`config.mk`:
```
export PLATFORM = sky130hd
export DESIGN_NAME = signed_div16x8_flat
export DESIGN_NICKNAME = d
export VERILOG_FILES = /design/src/rtl/signed_div16x8_if.sv /design/src/rtl/signed_div16x8.sv /design/src/flat_wrapper.sv
export SDC_FILE = /design/constraint.sdc
export NUM_CORES = 1
export LEC_CHECK = 0
export ABC_CLOCK_PERIOD_IN_PS = 4800
export CAP_MARGIN = 20
export CORE_ASPECT_RATIO = 0.8
export CORE_MARGIN = 1
export CORE_UTILIZATION = 57
export CTS_CLUSTER_DIAMETER = 30
export DETAILED_ROUTE_END_ITERATION = 7
export HOLD_SLACK_MARGIN = 0.15
export PLACE_DENSITY = 0.81
export RECOVER_POWER = 25
export SYNTH_ARGS = -nofsm -noshare
export SYNTH_HDL_FRONTEND = slang
export SYNTH_SLANG_ARGS = --single-unit
```
`constraint.sdc`:
```
create_clock -name clk -period 4.8 [get_ports clk]
set_clock_uncertainty 0.1 [all_clocks]
set_input_delay 0.72 -clock clk [delete_from_list [all_inputs] [get_ports clk]]
set_output_delay 0.72 -clock clk [all_outputs]
set_load 0.02 [all_outputs]
```
`src/rtl/signed_div16x8_if.sv`:
```
// Operand/result handshake bundle for the 16/8 signed divider.
interface signed_div16x8_if;
    logic        in_valid;
    logic        in_ready;
    logic [15:0] dividend;
    logic [7:0]  divisor;
    logic        out_valid;
    logic        out_ready;
    logic [7:0]  quotient;
    logic [7:0]  remainder;
    logic        ovf;
    logic        dz;

    modport master (
        output in_valid, dividend, divisor, out_ready,
        input  in_ready, out_valid, quotient, remainder, ovf, dz
    );

    modport slave (
        input  in_valid, dividend, divisor, out_ready,
        output in_ready, out_valid, quotient, remainder, ovf, dz
    );
endinterface

```
`src/rtl/signed_div16x8.sv`:
```
// Sequential signed divider: 16-bit dividend by 8-bit divisor,
// restoring shift-subtract on magnitudes, one bit per cycle.
module signed_div16x8 #(
    parameter int ITER = 16
) (
    input  logic              clk,
    input  logic              rst,
    signed_div16x8_if.slave   bus
);
    typedef enum logic [1:0] {
        S_IDLE,
        S_CALC,
        S_FIX,
        S_DONE
    } state_t;

    state_t      r_state;
    logic [3:0]  r_cnt;
    logic        r_sign_q;
    logic        r_sign_r;
    logic        r_dzp;
    logic [8:0]  r_dsr;
    logic [15:0] r_dq;
    logic [7:0]  r_rem;
    logic        r_out_valid;
    logic [7:0]  r_quot;
    logic [7:0]  r_remo;
    logic        r_ovf;
    logic        r_dz;

    logic        w_acc;
    logic [15:0] w_dvd_abs;
    logic [8:0]  w_dsr_abs;
    logic [8:0]  w_sh;
    logic        w_ge;
    logic [7:0]  w_sub;
    logic        w_ovf;
    logic [7:0]  w_qneg;
    logic [7:0]  w_rneg;

    assign bus.in_ready  = (r_state == S_IDLE) && !rst;
    assign bus.out_valid = r_out_valid;
    assign bus.quotient  = r_quot;
    assign bus.remainder = r_remo;
    assign bus.ovf       = r_ovf;
    assign bus.dz        = r_dz;

    assign w_acc = bus.in_valid && bus.in_ready;

    // 16'h8000 is the correct unsigned magnitude of -32768
    assign w_dvd_abs = bus.dividend[15] ? 16'd0 - bus.dividend
                                        : bus.dividend;
    assign w_dsr_abs = bus.divisor[7]
                     ? 9'd0 - {bus.divisor[7], bus.divisor}
                     : {1'b0, bus.divisor};

    assign w_sh  = {r_rem, r_dq[15]};
    assign w_ge  = w_sh >= r_dsr;
    // true difference is below 128, so 8-bit wraparound is exact
    assign w_sub = w_sh[7:0] - r_dsr[7:0];

    assign w_ovf  = r_sign_q ? (r_dq > 16'd128) : (r_dq > 16'd127);
    assign w_qneg = 8'd0 - r_dq[7:0];
    assign w_rneg = 8'd0 - r_rem;

    always_ff @(posedge clk) begin
        if (rst) begin
            r_state     <= S_IDLE;
            r_cnt       <= '0;
            r_sign_q    <= 1'b0;
            r_sign_r    <= 1'b0;
            r_dzp       <= 1'b0;
            r_dsr       <= '0;
            r_dq        <= '0;
            r_rem       <= '0;
            r_out_valid <= 1'b0;
            r_quot      <= '0;
            r_remo      <= '0;
            r_ovf       <= 1'b0;
            r_dz        <= 1'b0;
        end else begin
            unique case (r_state)
                S_IDLE: begin
                    if (w_acc) begin
                        r_sign_q <= bus.dividend[15] ^ bus.divisor[7];
                        r_sign_r <= bus.dividend[15];
                        r_dsr    <= w_dsr_abs;
                        r_dq     <= w_dvd_abs;
                        r_rem    <= '0;
                        r_ovf    <= 1'b0;
                        r_dz     <= 1'b0;
                        r_dzp    <= (bus.divisor == 8'd0);
                        // zero divisor makes one dummy pass through CALC
                        r_cnt    <= (bus.divisor == 8'd0)
                                  ? 4'(ITER - 1) : 4'd0;
                        r_state  <= S_CALC;
                    end
                end
                S_CALC: begin
                    r_rem <= w_ge ? w_sub : w_sh[7:0];
                    r_dq  <= {r_dq[14:0], w_ge};
                    r_cnt <= r_cnt + 4'd1;
                    if (r_cnt == 4'(ITER - 1)) begin
                        r_state <= S_FIX;
                    end
                end
                S_FIX: begin
                    r_out_valid <= 1'b1;
                    r_state     <= S_DONE;
                    if (r_dzp) begin
                        r_dz   <= 1'b1;
                        r_ovf  <= 1'b0;
                        r_quot <= '0;
                        r_remo <= '0;
                    end else if (w_ovf) begin
                        r_ovf  <= 1'b1;
                        r_quot <= r_sign_q ? 8'h80 : 8'h7F;
                        r_remo <= '0;
                    end else begin
                        r_ovf  <= 1'b0;
                        r_quot <= r_sign_q ? w_qneg : r_dq[7:0];
                        r_remo <= r_sign_r ? w_rneg : r_rem;
                    end
                end
                S_DONE: begin
                    if (bus.out_ready) begin
                        r_out_valid <= 1'b0;
                        r_state     <= S_IDLE;
                    end
                end
                default: r_state <= S_IDLE;
            endcase
        end
    end
endmodule
```
`src/flat_wrapper.sv`:
```
// flat-port wrapper written by rule: the top's interface ports become plain ports
module signed_div16x8_flat 
#(
    parameter int ITER = 16
)
  (clk, rst, bus_in_valid, bus_dividend, bus_divisor, bus_out_ready, bus_in_ready, bus_out_valid, bus_quotient, bus_remainder, bus_ovf, bus_dz);
  signed_div16x8_if bus_i ();
  input  logic clk;
  input  logic rst;
  input wire logic [$bits(bus_i.in_valid)-1:0] bus_in_valid;
  input wire logic [$bits(bus_i.dividend)-1:0] bus_dividend;
  input wire logic [$bits(bus_i.divisor)-1:0] bus_divisor;
  input wire logic [$bits(bus_i.out_ready)-1:0] bus_out_ready;
  output wire logic [$bits(bus_i.in_ready)-1:0] bus_in_ready;
  output wire logic [$bits(bus_i.out_valid)-1:0] bus_out_valid;
  output wire logic [$bits(bus_i.quotient)-1:0] bus_quotient;
  output wire logic [$bits(bus_i.remainder)-1:0] bus_remainder;
  output wire logic [$bits(bus_i.ovf)-1:0] bus_ovf;
  output wire logic [$bits(bus_i.dz)-1:0] bus_dz;
  assign bus_i.in_valid = bus_in_valid;
  assign bus_i.dividend = bus_dividend;
  assign bus_i.divisor = bus_divisor;
  assign bus_i.out_ready = bus_out_ready;
  assign bus_in_ready = bus_i.in_ready;
  assign bus_out_valid = bus_i.out_valid;
  assign bus_quotient = bus_i.quotient;
  assign bus_remainder = bus_i.remainder;
  assign bus_ovf = bus_i.ovf;
  assign bus_dz = bus_i.dz;
  signed_div16x8 #(.ITER(ITER)) u_core (.clk(clk), .rst(rst), .bus(bus_i));
endmodule
```
== After elaboration in Yosys (flattened, before gate mapping) ==
Index checks and enable logic that the tools add are counted.

* Bits of input ports: 28
* Register bits after elaboration: 61
* Output and inout bits: 20
* Word-level logic and storage cells: 75

* Add/sub/neg operators: 6
* Mux-type cells: 30
* Magnitude comparators: 3
* Bitwise gates (word level): 1
* Equality and inequality tests: 8
* Reductions and logical operators: 14

{| class="wikitable"
|+ Operators with widths
! operator !! count
|-
| 2-to-1 mux 8 bit || 9
|-
| 2-to-1 mux 16 bit || 2
|-
| one-hot mux 16 bit (2 select lines) || 1
|-
| > comparator 16 x 7 -> 1 bit, second input constant || 1
|-
| > comparator 16 x 8 -> 1 bit, second input constant || 1
|-
| one-hot mux 8 bit (2 select lines) || 1
|-
| subtractor 1 x 16 -> 16 bit, first input constant || 1
|-
| subtractor 1 x 8 -> 8 bit, first input constant || 2
|-
| greater-or-equal comparator 9 bit || 1
|-
| 2-to-1 mux 9 bit || 1
|-
| subtractor 1 x 8 -> 9 bit, first input constant || 1
|-
| logical NOT 8 bit || 1
|-
| 2-to-1 mux 4 bit || 2
|-
| one-hot mux 2 bit (4 select lines) || 1
|-
| one-hot mux 4 bit (2 select lines) || 1
|-
| AND reduction 2 bit || 4
|-
| subtractor 8 bit || 1
|-
| 2-to-1 mux 1 bit || 6
|-
| 2-to-1 mux 2 bit || 3
|-
| != test 2 x 1 -> 1 bit, second input constant || 3
|-
| one-hot mux 1 bit (2 select lines) || 3
|-
| AND reduction 3 bit || 2
|-
| nonzero test 2 bit || 3
|-
| adder 4 x 1 -> 4 bit, second input constant || 1
|-
| 8 further kinds || 10
|}

== Logic depth before layout (Yosys ltp) ==
Gate-level depths: netlist of the first run.

* Word-level depth: 5
* Depth in mapped cells: 9

== Worst setup path before layout of the first run ==
No wires, ideal clock.

* Path type: input port to output port
* Start point: input port rst
* End point: output port bus_in_ready
* Path buffers: 3
* Arrival time: 1.630 ns
* Slack: 2.350 ns
* Cell stages on the path: 4
* Path through: clkbuf_1 -> clkbuf_1 -> clkbuf_1 -> nor2_1

* Cells in the longest elaborated chain, start to end: 2

{| class="wikitable"
|+ RTL lines
! item !! RTL line !! text
|-
| from (decl) || flat_wrapper.sv:9 || <nowiki>input logic rst;</nowiki>
|-
| logical NOT 1 bit || signed_div16x8.sv:41 || <nowiki>assign bus.in_ready = (r_state == S_IDLE) && !rst;</nowiki>
|-
| logical AND 1 bit || signed_div16x8.sv:41 ||
|-
| to (decl) || flat_wrapper.sv:14 || <nowiki>output wire logic [$bits(bus_i.in_ready)-1:0] bus_in_ready;</nowiki>
|}

No other way between the ends.

== Worst setup path in the final report of the first run ==
* Start point: register u_core.r_state[1]
* End point: register u_core.r_dq[13]

* Cells in the longest elaborated chain, start to end: 5
* Elaborated cells between the ends (all ways): 8
* Those cells by class: eq/ne: 2; mux: 1; reduce/logical: 5

{| class="wikitable"
|+ RTL lines
! item !! RTL line !! text
|-
| from (decl) || signed_div16x8.sv:17 || <nowiki>state_t r_state;</nowiki>
|-
| from (signal assigned) || signed_div16x8.sv:68 || <nowiki>r_state <= S_IDLE;</nowiki>
|-
| from (signal assigned) || signed_div16x8.sv:96 || <nowiki>r_state <= S_CALC;</nowiki>
|-
| from (signal assigned) || signed_div16x8.sv:104 || <nowiki>r_state <= S_FIX;</nowiki>
|-
| logical NOT 2 bit || signed_div16x8.sv:41, signed_div16x8.sv:82 ||
|-
| logical AND 1 bit || signed_div16x8.sv:41 ||
|-
| logical AND 1 bit || signed_div16x8.sv:48 || <nowiki>assign w_acc = bus.in_valid && bus.in_ready;</nowiki>
|-
| != test 2 x 1 -> 1 bit (no line) || -- ||
|-
| AND reduction 2 bit (no line) || -- ||
|-
| to (signal assigned) || signed_div16x8.sv:88 || <nowiki>r_dq <= w_dvd_abs;</nowiki>
|-
| to (signal assigned) || signed_div16x8.sv:101 || <nowiki>r_dq <= {r_dq[14:0], w_ge};</nowiki>
|-
| to (decl) || signed_div16x8.sv:23 || <nowiki>logic [15:0] r_dq;</nowiki>
|}

Several ways; a longest one is shown, not always the timed one.
A chain may end at the register's enable or synchronous reset.

==> results of run 1 <==
## metal layers
metal / GRT usage, % / vias to the layer above
met4: 8.03 / 0
met3: 6.19 / 9
met1: 42.3 / 1763
met5: 0 / -
met2: 39.4 / 133
li1: - / 1913
## critical path, cell delays in order (launching register included)
cell and delay (ns):
dfxtp_1 0.34, inv_1 0.09, ha_1 0.75, inv_1 0.48
o21ai_1 0.60, buf_4 0.29, and3_1 0.16, a221oi_1 0.05
nor2_1 0.09
## state kept, by name, summed over array words and instances (netlist names)
register / flops
u_core.bus.dz: 1
u_core.bus.out_valid: 1
u_core.bus.ovf: 1
u_core.bus.quotient: 8
u_core.bus.remainder: 8
u_core.r_cnt: 4
u_core.r_dq: 16
u_core.r_dsr: 9
u_core.r_dzp: 1
u_core.r_rem: 8
u_core.r_sign_q: 1
u_core.r_sign_r: 1
u_core.r_state: 2
## power breakdown
part           total [uW]  internal, uW  switching, uW
Sequential            758           620            139
Clock                 450           252            197
Combinational        1370           537            828
Total                2570          1410           1160
## area by class of cell
class                   instances  share of cell area, %
inverters                      30                   2.42
multi-input cells             384                   54.3
repair buffers                 51                   10.6
flip-flops and latches         61                   26.3
clock inverters                 4                   1.02
clock buffers                  12                   3.12
well taps                      84                   2.26
## cell families (layout without fill, tap and decap cells)
kind of cell / Yosys count / count (layout) / synth area share (%)
flip-flops: 61 / 61 / 30.8
AND/OR/NAND/NOR: 188 / 188 / 24.6
AO/OA/AOI/OAI: 141 / 141 / 24.6
buffers and inverters: 58 / 97 / 5.70
multiplexers: 7 / 7 / 1.76
XOR/XNOR: 29 / 29 / 6.40
adder cells (fa/ha/maj): 19 / 19 / 6.18
## worst min path at each step
stage,from,to,cells past startpoint
after floorplan,u_core.r_dsr[8],u_core.r_dsr[8],2
after global placement,u_core.bus.quotient[2],u_core.bus.quotient[2],2
after detailed placement,u_core.bus.quotient[0],u_core.bus.quotient[0],2
after CTS,u_core.bus.quotient[6],u_core.bus.quotient[6],2
after global routing,u_core.bus.quotient[4],u_core.bus.quotient[4],2
final,u_core.bus.quotient[0],u_core.bus.quotient[0],2
## placed cells by master, fill, tap and decap left out, types with 5 or more instances in the layout
master | Yosys | layout
a211oi_1 | 6 | 6
a21oi_1 | 27 | 27
a31oi_1 | 7 | 7
a32oi_1 | 5 | 5
and3_1 | 5 | 5
clkbuf_8 | 0 | 10
clkdlybuf4s50_1 | 0 | 39
dfxtp_1 | 61 | 61
dlygate4sd3_1 | 0 | 7
ha_1 | 18 | 18
inv_1 | 30 | 30
mux2i_1 | 7 | 7
nand2_1 | 44 | 44
nand2b_1 | 14 | 14
nand3_1 | 12 | 12
nand3b_1 | 8 | 8
nand4_1 | 9 | 9
nor2_1 | 41 | 41
nor2b_1 | 8 | 8
nor3_1 | 14 | 14
o211ai_1 | 14 | 14
o21ai_0 | 24 | 24
o31ai_1 | 18 | 18
or3_1 | 10 | 10
or3b_2 | 6 | 6
xnor2_1 | 9 | 9
xor2_1 | 20 | 20
## through the flow
stage / setup slack [ns] / instance area (um^2) / cells / hold slack [ns]
after global routing: 1.56 / 4650 / 626 / 0.374
after detailed placement: 1.52 / 4440 / 608 / 0.345
after global placement: 1.71 / 4440 / 608 / 0.333
after floorplan: 2.35 / 3970 / 503 / 0.328
final: 1.77 / 4650 / 626 / 0.353
after CTS: 1.49 / 4630 / 624 / 0.360
==> summary.txt, run 1 <==
Run status
  – Status: complete, no violations

Clocking
  – CTS buffer count: 9
  – Max clock buf depth: 2
  – Post-CTS Hold Fix Bufs: 0
  – H-tree depth reported by CTS: 3
  – Root Buffer: clkbuf_8
  – CTS resizes: 0
  – CTS tree: yes
  – # Post-CTS Setup Buffers: 0
  – Worst-Skew Late Latency: 0.34 ns
  – Clock sink count: 61
  – Clock-pin slew on the worst setup and hold paths: 0.07 ns

Worst setup path
  – Reg2reg end: u_core.r_dq[13]
  – Critical path peak fanout: 27
  – R2R setup slack: 1.77 ns
  – Critical Path AT: 3.21 ns
  – Crit Path Class: flip-flop to flip-flop
  – Nature of the critical path endpoint: flip-flop
  – Critical Path RT: 4.98 ns
  – Critical R2R Launch: u_core.r_state[1]
  – CP endpoint: u_core.r_dq[13]
  – Start point of the critical path: u_core.r_state[1]
  – Worst Reg-to-Reg Cells: 8
  – CP Launch Type: flip-flop

Route
  – DR WL met2: 4110 um
  – Metal-1 WL: 4840 um
  – Avg Vias per Cell: 6.10
  – DRC violations left: 0
  – WL/cell: 15.4 um
  – Highest Signal Layer: met4
  – DR iter-0 viols: 314
  – Vias: 3818
  – Post-Route WL: 9660 um
  – Met3 routed WL: 618 um
  – Detailed Routing Iterations Pass 1: 5
  – Post-route antenna net violation count: 0

Floorplanning
  – Die Span Y: 76.6 um
  – Site row count: 26
  – Starting density of the core: 60.4%
  – Die Wd: 95.3 um
  – Core Region: 6570 um^2
  – DIE AREA: 7300 um^2
  – # IOs: 48

GRT
  – Initial antenna violation count: 0
  – Largest net degree at the start of global routing: 34
  – Overall Global Routing Usage: 28.1%
  – Global-route wire length before repair: 16100 um
  – Grt ovf: 0
  – Via count of the first global-routing pass: 3336

Timing
  – Final Max Slew Viols: 0
  – Period Utilization, post-route: 63.1%
  – RSZ-0062 raised after global routing: false
  – Fmax: 330 MHz
  – Final TNS setup: 0 ns
  – Final setup vio count: 0
  – Fin crit period: 3.03 ns
  – Slew margin rel.: 39.9%
  – Slew @ Worst Pin: 0.901 ns
  – Hold Violations, Final: 0

Layout
  – Filler cells: 560
  – P&R area growth vs syn: 17.1%
  – Fraction of layout cells with a size suffix above 1: 5.90%
  – Storage element area: 1220 um^2
  – # diodes: 0
  – Footprint of the multi-input gates: 2520 um^2
  – Fin util: 70.7%
  – Final nets: 584

Run
  – Max-cap violations: 0

Logic synthesis
  – Top cells by area, synth: dfxtp_1 31%, ha_1 5.7%, xor2_1 4.4%
  – Fraction of registers with async set/reset: 0%
  – Post-Syn Nets: 550
  – Post-synth top cells: 61 x dfxtp_1, 44 x nand2_1, 41 x nor2_1
  – Cell with the most instances after synthesis: dfxtp_1
  – Mapped cell area: 3970 um^2
  – Avg Inst Size Synth: 7.89 um^2
  – Synthesized flop and latch total: 61
  – Post-synth EDFFs: 0
  – Area leader, netlist: dfxtp_1
  – Post-Synthesis Cells: 503
  – Netlist cell types: 60
  – Yosys top cell area share: 30.8%
  – Synth warn: 0
  – Post-synth top flop: dfxtp_1
  – Seq/Total Area, Yosys: 30.8%

Pwr
  – VDD IR max: 0.290 mV
  – Leakage power: 0.00174 uW
  – Total power: 2570 uW
  – Power per standard cell area: 554 nW/um^2

Worst hold path
  – HP Class: flip-flop to flip-flop

Placed design
  – Dpl hpwl: 7270 um
  – IO buf count: 47
  – GPL Wtd Cong: 0.933
Note: power is estimated with default switching activity, not from simulation.
==> run 2: changes to the inputs <==
Settings changed: ABC_CLOCK_PERIOD_IN_PS 4800 to 2690, CORE_UTILIZATION 57 to 51, PLACE_DENSITY 0.81 to 0.77.
Clock period 4.8 ns to 2.69 ns, I/O delays scaled along.
==> run 2 against run 1 <==
Compared with the run above: via count up 1.1%; cell count up 5.1%; register-to-register slack worse by 1.4 ns; sequential share of layout area down 0.57 points; wire length up 1.4%; setup slack worse by 1.5 ns; sequential cell count unchanged; largest cell class unchanged.
==> summary.txt, run 2 (synthesized netlist as in run 1, its figures left out) <==
Run status
  – Status: complete, no violations

Timing
  – Hold Violations, Final: 0 (unchanged)
  – Fin crit period: 2.38 ns
  – Period Utilization, post-route: 88.6%
  – Slew @ Worst Pin: 0.671 ns (-0.230 ns)
  – Hold WS: 0.318 ns (-0.0355 ns)
  – Final TNS setup: 0 ns (unchanged)
  – Final setup vio count: 0 (unchanged)
  – Fmax: 419 MHz
  – Slew margin rel.: 54.8% (+15 points)
  – RSZ-0062 raised after global routing: false
  – Final Max Slew Viols: 0 (unchanged)

Worst setup path
  – CP Launch Type: flip-flop
  – Crit Path Class: flip-flop to output pin
  – CP delay by family, top: buffers and inverters
  – Slowest cell delay on critical path: 0.61 ns (-0.14 ns)
  – Critical R2R Launch: u_core.r_rem[5]
  – Most used cell, CP: inv_1
  – CP cell instances: inv_1 -> ha_1 -> buf_4 -> inv_1 -> nor2_1 -> clkdlybuf4s50_1
  – Critical Path RT: 2.19 ns (-2.79 ns)
  – Buf/Inv on CP: 4 (+1)
  – Nature of the critical path endpoint: output pin
  – Slowest CP cell: clkdlybuf4s50_1
  – R2R setup slack: 0.33 ns (-1.44 ns)
  – Critical Path AT: 1.88 ns (-1.33 ns)
  – Start point of the critical path: u_core.r_state[0]
  – Critical path peak fanout: 8 (-70%)

Layout
  – Most frequent cells in the layout: 61 x dfxtp_1, 44 x nand2_1, 41 x nor2_1
  – Final instance area: 4750 um^2 (+2.2%)
  – Commonest non-fill, non-tap cell in the layout: dfxtp_1
  – Largest register FFs: 16 (unchanged)
  – Fraction of layout cells with a size suffix above 1: 7.78% (+1.9 points)
  – Top reg by flops: u_core.r_dq
  – P&R area growth vs syn: 19.7%
  – # diodes: 0 (unchanged)
  – Largest regs: u_core.r_dq x16, u_core.r_dsr x9
  – Final nets: 596 (+2.1%)

Route
  – DRC violations left: 0 (unchanged)
  – WL/cell: 14.9 um (-3.5%)
  – Detailed Routing Iterations Pass 1: 6 (+1)
  – Post-Route WL: 9800 um (+1.4%)
  – Vias: 3859 (+1.1%)
  – Post-route antenna net violation count: 0 (unchanged)
  – Avg Vias per Cell: 5.86 (-3.8%)
  – DR iter-0 viols: 275 (-12%)

GRT
  – Largest net degree at the start of global routing: 35 (+2.9%)
  – Via count of the first global-routing pass: 3396 (+1.8%)
  – Global-route wire length before repair: 16000 um (-0.90%)
  – Overall Global Routing Usage: 24.9% (-3.2 points)
  – Grt ovf: 0 (unchanged)
  – Initial antenna violation count: 0 (unchanged)

Floorplanning
  – Site row count: 28 (+7.7%)
  – Die Span Y: 80.9 um (+5.6%)
  – Die Wd: 101 um (+5.6%)
  – Starting density of the core: 53.2% (-7.2 points)
  – DIE AREA: 8140 um^2 (+11%)
  – Core Region: 7460 um^2 (+14%)
  – # IOs: 48 (unchanged)

Clocking
  – Clock-pin slew on the worst setup and hold paths: 0.07 ns (about the same)
  – Clock sink count: 61 (unchanged)
  – CTS buffer count: 9 (unchanged)
  – CTS tree: yes
  – Worst-Skew Late Latency: 0.33 ns (about the same)
  – # Post-CTS Setup Buffers: 0 (unchanged)
  – CTS resizes: 0 (unchanged)
  – H-tree depth reported by CTS: 3 (unchanged)
  – Max clock buf depth: 2 (unchanged)
  – Root Buffer: clkbuf_8
  – Post-CTS Hold Fix Bufs: 0 (unchanged)

Pwr
  – Power per standard cell area: 971 nW/um^2 (+75%)
  – VDD IR max: 0.654 mV (+130%)
  – Leakage power: 0.00178 uW (+2.6%)

Worst hold path
  – Hold_sp: rst
  – HP Class: input port to flip-flop

Placed design
  – IO buf count: 47 (unchanged)
  – Dpl hpwl: 7440 um (+2.4%)
  – GPL Wtd Cong: 0.865 (-7.3%)
  – Placement Cell Area: 4570 um^2 (+2.8%)

Run
  – Max-cap violations: 0 (unchanged)
run 2: cell types whose count changed in the layout (fill, tap and decap cells not counted), sizes merged:
cell,delta
buf,+11
bufinv,-1
clkbuf,+1
clkdlybuf4s50,+1
clkinv,-1
clkinvlp,+1
dlygate4sd3,-1
run 2: worst paths after layout:
kind	to	cells past startpoint
setup reg to reg	u_core.r_dq[0]	5
hold / removal	u_core.r_dq[3]	2
hold reg to reg	u_core.bus.quotient[2]	2
setup / recovery	bus_in_ready	6
run 2: routing by layer:
layer	GRT usage (%)	wire (um)
met3	6.11	654
met1	35.3	4880
met4	6.52	87
met5	0	0
met2	37.5	4180
run 2: final cells by class:
type	count	area, um^2
fill	690	2710
inverter	30	113
tap	105	131
sequential	61	1220
clock buffer	12	165
timing repair buffer	63	578
multi-input combinational	384	2520
clock inverter	3	20.0
run 2: stage by stage:
step,total power [uW],instances,setup slack (ns),utilization (%)
4_1_cts,4570,657,0.306,63.7
5_1_grt,4960,658,0.147,63.7
6_report,4620,658,0.305,63.7
3_5_place_dp,3820,642,0.220,61.2
2_1_floorplan,3130,503,0.567,-
3_3_place_gp,3750,642,0.260,61.2
run 2: power breakdown:
part,leakage (uW),switching (uW),internal (uW)
sequential,0.000496,240,1110
clock,0.0000905,347,403
combinational,0.00120,1500,1020
total,0.00178,2090,2530
==> run 3: changes to the inputs <==
Settings changed: ABC_CLOCK_PERIOD_IN_PS 2690 to 2300, CORE_UTILIZATION 51 to 57, CTS_BUF_LIST set to sky130_fd_sc_hd__clkbuf_4 sky130_fd_sc_hd__clkbuf_8, PLACE_DENSITY 0.77 to 0.81.
Clock period 2.69 ns to 2.3 ns, I/O delays scaled along.
==> run 3 against run 2 <==
Compared with the run above: wire length rose by 1.5%; critical endpoint is now u_core.r_cnt[2]; critical path type is now flip-flop to flip-flop; largest power group unchanged; final area rose by 2.7%; largest cell class unchanged; critical path depth rose by 1; highest routed layer unchanged.
==> summary.txt, run 3 (synthesized netlist as in run 1, its figures left out) <==
Route
  – Post-Route WL: 9950 um (+1.5%)
  – DRC violations left: 0 (unchanged)
  – Post-route antenna net violation count: 0 (unchanged)
  – Vias: 3924 (+1.7%)
  – WL/cell: 15.2 um (+2.1%)
  – Avg Vias per Cell: 6.00 (+2.3%)
  – DR iter-0 viols: 283 (+2.9%)
  – Detailed Routing Iterations Pass 1: 4 (-2)

Worst setup path
  – Crit Path Class: flip-flop to flip-flop
  – Nature of the critical path endpoint: flip-flop
  – Critical Path AT: 2.36 ns (+0.48 ns)
  – Critical Path RT: 2.45 ns (+0.26 ns)
  – Slowest cell delay on critical path: 0.47 ns (-0.14 ns)
  – CP Launch Type: flip-flop
  – R2R setup slack: 0.1 ns (-0.23 ns)
  – CP cell instances: inv_1 -> ha_1 -> and3b_1 -> clkbuf_1 -> a22oi_1 -> a21oi_1 -> nor4_1
  – Slowest CP cell: a22oi_1
  – Critical path peak fanout: 13 (+5)

Layout
  – Most frequent cells in the layout: 61 x dfxtp_1, 44 x nand2_1, 40 x nor2_1
  – Final nets: 613 (+2.9%)
  – Filler cells: 517 (-25%)
  – Commonest non-fill, non-tap cell in the layout: dfxtp_1
  – Footprint of the multi-input gates: 2550 um^2 (+1.1%)
  – Largest register FFs: 16 (unchanged)
  – P&R area growth vs syn: 22.9%
  – Storage element area: 1220 um^2 (unchanged)
  – Top reg by flops: u_core.r_dq
  – Final instance area: 4880 um^2 (+2.7%)
  – Fin cells: 654 (-0.61%)
  – # diodes: 0 (unchanged)
  – Largest regs: u_core.r_dq x16, u_core.r_dsr x9
  – Fin util: 74.3% (+11 points)
  – Fraction of layout cells with a size suffix above 1: 11.8% (+4.0 points)

GRT
  – Grt ovf: 0 (unchanged)
  – Overall Global Routing Usage: 29.0% (+4.1 points)
  – Initial antenna violation count: 0 (unchanged)
  – Via count of the first global-routing pass: 3482 (+2.5%)
  – Global-route wire length before repair: 16600 um (+4.0%)
  – Largest net degree at the start of global routing: 35 (unchanged)

Placed design
  – Placement Cell Area: 4670 um^2 (+2.4%)
  – Dpl hpwl: 7430 um (-0.17%)
  – IO buf count: 47 (unchanged)
  – Placed cell count: 639 (-0.47%)
  – GPL Wtd Cong: 0.890 (+2.9%)

Pwr
  – Leakage power: 0.00188 uW (+5.2%)
  – Power per standard cell area: 1170 nW/um^2 (+20%)
  – VDD IR max: 0.586 mV (-10%)
  – Total power: 5690 uW (+23%)

Clocking
  – Clock sink count: 61 (unchanged)
  – Post-CTS Hold Fix Bufs: 0 (unchanged)
  – H-tree depth reported by CTS: 3 (unchanged)
  – Root Buffer: clkbuf_8
  – CTS tree: yes
  – Max clock buf depth: 2 (unchanged)
  – CTS buffer count: 9 (unchanged)
  – Worst-Skew Late Latency: 0.34 ns (about the same)
  – Clock-pin slew on the worst setup and hold paths: 0.07 ns (about the same)

Timing
  – Period Utilization, post-route: 95.9%
  – Fin crit period: 2.20 ns
  – Final setup vio count: 0 (unchanged)
  – Fmax: 454 MHz
  – Slew @ Worst Pin: 0.801 ns (+0.130 ns)
  – Hold Violations, Final: 0 (unchanged)
  – Slew margin rel.: 46.5% (-8.3 points)
  – RSZ-0062 raised after global routing: true
  – Final Max Slew Viols: 0 (unchanged)
  – Hold WS: 0.348 ns (+0.0300 ns)

Floorplanning
  – Starting density of the core: 60.4% (+7.2 points)
  – Die Wd: 95.3 um (-5.3%)
  – Site row count: 26 (-7.1%)
  – DIE AREA: 7300 um^2 (-10%)
  – Core Region: 6570 um^2 (-12%)
  – # IOs: 48 (unchanged)
  – Die Span Y: 76.6 um (-5.3%)

Run
  – Max-cap violations: 0 (unchanged)

Worst hold path
  – HP Class: flip-flop to flip-flop

Run status
  – Status: complete, no violations
run 3: cell count changes in the layout (fill, tap and decap cells not counted), sizes merged:
cell	previous run	this run
dlygate4sd3	6	8
dlygate4sd2	0	1
buf	15	30
clkbuf	14	15
bufinv	0	1
clkdlybuf4s50	40	37
run 3: path summary, 6_finish.rpt:
kind	start	endpoint	cells after the start
max	u_core.r_state[1]	u_core.r_cnt[2]	7
min	u_core.bus.quotient[2]	u_core.bus.quotient[2]	2
max reg2reg	u_core.r_state[1]	u_core.r_cnt[2]	7
min reg2reg	u_core.bus.quotient[2]	u_core.bus.quotient[2]	2
run 3: final cells by class:
type,instances,area share (%)
clock inverter,4,1.03
timing repair buffer,80,14.4
sequential,61,25.0
tap,84,2.15
inverter,30,2.31
clock buffer,11,2.85
multi-input combinational,384,52.3
run 3: timing repair:
item / 4_1_cts / 5_1_grt
cloned: 0 / 0
endpoints found under the setup margin: 1 / 16
pin swaps: 0 / 2
buffers inserted: 0 / 0
resized for setup: 1 / 9
run 3: layer usage:
layer	track usage (%)	part of all wire (%)	vias to the layer above
li1	-	-	1968
met1	42.3	48	1816
met2	41.9	44	134
met3	7.09	6.8	6
met4	7.73	0.85	0
met5	0	0	-
run 3: critical path: cells and delay by family, from the launching register on:
| kind | cells | cell delay [ns] |
|---|---|---|
| AO/OA/AOI/OAI | 2 | 0.57 |
| adder cells (fa/ha/maj) | 1 | 0.24 |
| buffers and inverters | 2 | 0.35 |
| flip-flops | 1 | 0.38 |
| AND/OR/NAND/NOR | 2 | 0.48 |
run 3: where the power goes:
part | switching (uW) | total (uW) | internal, uW | leakage, uW
registers | 239 | 1530 | 1290 | 0.000496
logic | 1860 | 3230 | 1370 | 0.00129
clock network | 407 | 924 | 516 | 0.0000922
run 3: stage by stage:
step / setup TNS [ns] / setup slack [ns]
finish: 0 / 0.0951
global route: -0.0308 / -0.0175
CTS: 0 / 0.00175
detailed placement: 0 / 0.00906
global placement: 0 / 0.0857
floorplan: 0 / 0.177
